==> config.mk <==
export PLATFORM = sky130hd
export DESIGN_NAME = pc_redirect_sequencer
export DESIGN_NICKNAME = d
export VERILOG_FILES = /design/src/rtl/pc_redirect_sequencer.sv
export SDC_FILE = /design/constraint.sdc
export NUM_CORES = 1
export LEC_CHECK = 0
export BUFFER_PORTS_ARGS = -buffer_cell sky130_fd_sc_hd__buf_2
export CAP_MARGIN = 20
export CORE_AREA = 5 5 130 132
export DETAILED_ROUTE_END_ITERATION = 10
export DIE_AREA = 0 0 135 137
export GPL_ROUTABILITY_DRIVEN = 0
export PLACE_DENSITY = 0.71
export SETUP_SLACK_MARGIN = 0.3
export SLEW_MARGIN = 20
export SYNTH_ARGS = -nofsm -noshare
export SYNTH_HDL_FRONTEND = slang
export SYNTH_SLANG_ARGS = --single-unit
==> constraint.sdc <==
create_clock -name clk -period 4 [get_ports clk]
set_clock_uncertainty 0.05 [all_clocks]
set_input_delay 0.8 -clock clk [delete_from_list [all_inputs] [get_ports clk]]
set_output_delay 0.8 -clock clk [all_outputs]
set_load 0.005 [all_outputs]
==> src/rtl/pc_redirect_sequencer.sv <==
// Fetch PC owner: picks PC+4, decode JAL or execute branch/JALR target each cycle,
// shares one external pc+imm adder between requesters, flushes, traps and counts redirects.
module pc_redirect_sequencer #(
  parameter logic [31:0] RESET_PC = 32'h0000_0000,
  parameter int unsigned CNT_W    = 16
) (
  input  logic             clk,
  input  logic             reset,
  input  logic             stall_f,
  input  logic             d_jal_valid,
  input  logic [31:0]      d_pc,
  input  logic [31:0]      d_imm,
  input  logic             ex_br_valid,
  input  logic             ex_br_taken,
  input  logic             ex_is_jalr,
  input  logic [31:0]      ex_pc,
  input  logic [31:0]      ex_rs1,
  input  logic [31:0]      ex_imm,
  output logic [31:0]      adder_a,
  output logic [31:0]      adder_b,
  input  logic [31:0]      adder_sum,
  output logic [31:0]      pc_f,
  output logic             fetch_valid,
  output logic             flush_d,
  output logic             flush_e,
  output logic             halted,
  output logic [31:0]      trap_pc,
  output logic [CNT_W-1:0] redirect_cnt
);

  typedef enum logic [1:0] {StBoot, StRun, StTrap} state_e;

  state_e      state_q;
  logic        run;
  logic        ex_req;
  logic        d_req;
  logic        grant;
  logic        misaligned;
  logic [31:0] target;

  always_comb begin
    run     = (state_q == StRun);
    ex_req  = run & ex_br_valid & (ex_br_taken | ex_is_jalr);
    // A JAL alongside a taken EX redirect is on the wrong path and gets flushed.
    d_req   = run & d_jal_valid & ~stall_f & ~ex_req;
    grant   = ex_req | d_req;
    adder_a = '0;
    adder_b = '0;
    if (ex_req) begin
      adder_a = ex_is_jalr ? ex_rs1 : ex_pc;
      adder_b = ex_imm;
    end else if (d_req) begin
      adder_a = d_pc;
      adder_b = d_imm;
    end
    target     = (ex_req & ex_is_jalr) ? (adder_sum & ~32'h1) : adder_sum;
    misaligned = grant & target[1];
    flush_d    = grant;
    flush_e    = ex_req | misaligned;
  end

  always_ff @(posedge clk) begin
    if (reset) begin
      state_q      <= StBoot;
      pc_f         <= RESET_PC;
      fetch_valid  <= 1'b0;
      halted       <= 1'b0;
      trap_pc      <= '0;
      redirect_cnt <= '0;
    end else begin
      unique case (state_q)
        StBoot: begin
          state_q     <= StRun;
          fetch_valid <= 1'b1;
        end
        StRun: begin
          if (misaligned) begin
            state_q     <= StTrap;
            trap_pc     <= target;
            halted      <= 1'b1;
            fetch_valid <= 1'b0;
          end else if (grant) begin
            pc_f <= target;
            if (redirect_cnt != {CNT_W{1'b1}}) begin
              redirect_cnt <= redirect_cnt + CNT_W'(1);
            end
          end else if (!stall_f) begin
            pc_f <= pc_f + 32'd4;
          end
        end
        StTrap: begin
          state_q <= StTrap;
        end
        default: begin
          state_q <= StBoot;
        end
      endcase
    end
  end

endmodule
==> flow_summary.yaml <==
logic_synthesis:
  ys_seq_area_share_pct: 32.2
  ys_ff_latch: 84
  syn_nets: 887
  ys.warnings.count: 0
  synthCells: 684
  synthArstFlopShare_pct: 0
  avgSynthCellArea_sq_um: 7.64
  synth-edff-count: 0
  synth_area_sq_mm: 0.00523
  yosysUniqueCellTypes: 74
  synth-main-ff-cell: "dfxtp_1"
power:
  seqPwrFrac_pct: 34.1
  powerDensity_mw_per_mm2: 391
  p_sw_share_pct: 35.5
  p_switching_w: 0.00103
  combPwrFrac_pct: 36.8
  clkPwrFrac_pct: 29.1
  internal_power_w: 0.00187
  ir_drop_uv: 267
  leakage_nw: 3.51
cells_and_area:
  syn_to_final_growth_pct: 41.7
  final_common_cell: "buf_2"
  regArea_sq_mm: 0.00168
  final_cell_area_sq_mm: 0.00741
  antenna_cells: 0
  multi_input_area_sq_mm: 0.00325
  nets: 1205
  final_util_pct: 47.5
  num-fill-cells: 1588
  drive_gt1_share_pct: 39.4
  mostFrequentLayoutCells: "buf_2 (346), nand2_1 (128), dfxtp_1 (84), a21oi_1 (59), nor2_1 (43)"
flow_run:
  cap_violations: 0
drt:
  num_vias: 6389
  detail-route-antenna-nets: 0
  drc: 0
  wl_per_cell_um: 17.7
  first_pass_iters: 5
  post_drt_via_cell_ratio: 5.22
  routed_wl_mm: 21.6
  drt-initial-drc-count: 460
setup_path:
  regToRegSetupSlack_ns: 1.24
  critPathCaptureType: "output port"
  r2r_end: "pc_f[17]"
  cp_max_fo: 23
  worstReg2RegStart: "state_q[0]"
  arrival_ns: 2.46
  worst_setup_path_start_kind: "flop"
  criticalPathCategory: "reg -> out"
  reg2regPathDepth: 8
  crit_required_ns: 3.15
sta:
  min_period_ns: 3.31
  fin_setup_tns_ns: 0
  fin_crit_sh_pct: 82.6
  rsz0062_at_grt: "false"
  finalMaxSlewViolations: 0
  worst_pin_slew_ns: 0.925
  max-slew-margin-rel_pct: 38.4
  setup_viol: 0
  fmax_ghz: 0.303
  hold_viol_final: 0
global_route:
  first_global_vias: 6078
  antenna_found_initial: 3
  grt_pass1_wl_mm: 32.8
  grt_max_degree: 65
  grt.overflow.total: 0
  grt_usage_pct: 22.3
floorplan:
  die_x_um: 135
  design.core.area_sq_mm: 0.0156
  initial_core_util_pct: 33.5
  die-area_sq_mm: 0.0185
  boundaryPins: 347
  core.rowCount: 46
  die_h_um: 137
clocking:
  cts_tree: "yes"
  cts-resized-gates: 0
  clk_pin_slew_ns: 0.06
  numCtsBuffers: 9
  clock-sinks: 84
  cts_max_level: 3
  clockBufferDepth: 2
  insertion_delay_ns: 0.35
  clock-root-buffer: "clkbuf_16"
  holdBufCountCts: 0
  cts_setup_buffers: 0
min_path:
  hold_depth: 2
  min_to: "trap_pc[15]"
  hold_path_startpoint: "trap_pc[15]"
  hp-class: "reg -> reg"
placed_design:
  place_area_sq_mm: 0.00710
  portBuffers: 346
  dp_hpwl_mm: 17.1
status:
  outcome: "finished clean"
## power by group through the flow
stage | registers [W] | logic, W | clock network (W)
2_1_floorplan | 0.000998 | 0.000638 | 0
3_3_place_gp | 0.00100 | 0.00105 | 0
5_1_grt | 0.00100 | 0.00118 | 0.000896
4_1_cts | 0.000988 | 0.00107 | 0.000860
6_report | 0.000988 | 0.00107 | 0.000842
3_5_place_dp | 0.00101 | 0.00106 | 0
## synthesized netlist by cell type (all sizes together) (2+ instances only)
cell type  count  area (sq um)
nand2        130           493
dfxtp         84          1680
a21oi         59           295
o21ai         57           285
nor2          45           171
a22o          35           307
nand3         35           180
clkbuf        33           148
mux2i         33           330
buf           21           121
nor3          16          85.1
nand4         15           124
xor2          13           114
a31oi          9          56.3
and3           9          56.3
inv            8          30.0
a22oi          6          45.0
nor4           6          80.1
a21o           5          37.5
a211oi         4          30.0
ha             4          50.1
nand2b         4          25.0
nor2b          4          25.0
a2111oi        3          52.6
a31o           3          26.3
a32oi          3          26.3
and4           3          26.3
o211ai         3          27.5
a2bb2oi        2          17.5
a41oi          2          25.0
and2           2          12.5
mux2           2          22.5
o211a          2          20.0
o21bai         2          15.0
o31ai          2          15.0
or3            2          12.5
## cell families after synthesis
group | after synthesis | share of synthesized area [%]
muxes | 35 | 6.75
xor gates and xnor gates | 13 | 2.18
adders and majority gates | 4 | 0.958
DFF | 84 | 32.2
AOI/OAI and AO/OA | 208 | 26.3
buffers and inverters | 62 | 5.72
and+or+nand+nor | 278 | 25.9
## worst max path at each step
stage	startpoint	cells after the start	slack, ns	to
floorplan	ex_is_jalr	6	1.09	adder_b[10]
global placement	ex_is_jalr	7	0.90	flush_e
detailed placement	ex_is_jalr	7	0.84	flush_e
CTS	state_q[0]	7	0.67	flush_e
global route	state_q[0]	7	0.52	flush_e
finish	state_q[0]	7	0.69	flush_e
## layer usage
| metal | up-vias | GRT usage [%] | part of all wire (%) | wire length, um |
|---|---|---|---|---|
| met2 | 260 | 38.2 | 49 | 10600 |
| met1 | 2974 | 28.2 | 42 | 9060 |
| met4 | 6 | 4.87 | 1.4 | 312 |
| li1 | 3123 | - | - | - |
| met5 | - | 0 | 0.16 | 34 |
| met3 | 26 | 5.81 | 7.4 | 1610 |
## critical path: stages, from the launching register on
cell	delay (ns)
dfxtp_1	0.36
ha_1	0.36
o211a_1	0.55
nor2_2	0.10
inv_2	0.32
nand2_1	0.18
nand2_1	0.12
buf_2	0.12
## per-stage QoR
| stage | setup WS [ns] | instances | hold WS (ns) | total power (W) |
|---|---|---|---|---|
| floorplan | 1.09 | 684 | 0.394 | 0.00164 |
| global placement | 0.895 | 1207 | 0.388 | 0.00205 |
| detailed placement | 0.839 | 1207 | 0.394 | 0.00207 |
| CTS | 0.674 | 1223 | 0.402 | 0.00292 |
| global route | 0.520 | 1223 | 0.418 | 0.00307 |
| finish | 0.695 | 1223 | 0.399 | 0.00290 |
## sequential cells by signal, summed over array words and instances (netlist names)
name          flops
fetch_valid       1
state_q           2
halted            1
trap_pc          32
redirect_cnt     16
pc_f             32
## layout make-up
cell class	count	area share, %
Multi-Input combinational cell	538	43.9
Timing Repair Buffer	361	25.2
Sequential cell	84	22.7
Tap cell	216	3.65
Clock buffer	10	3.23
Clock inverter	6	0.862
Inverter	8	0.405
Power figures use the tool's default switching activity.
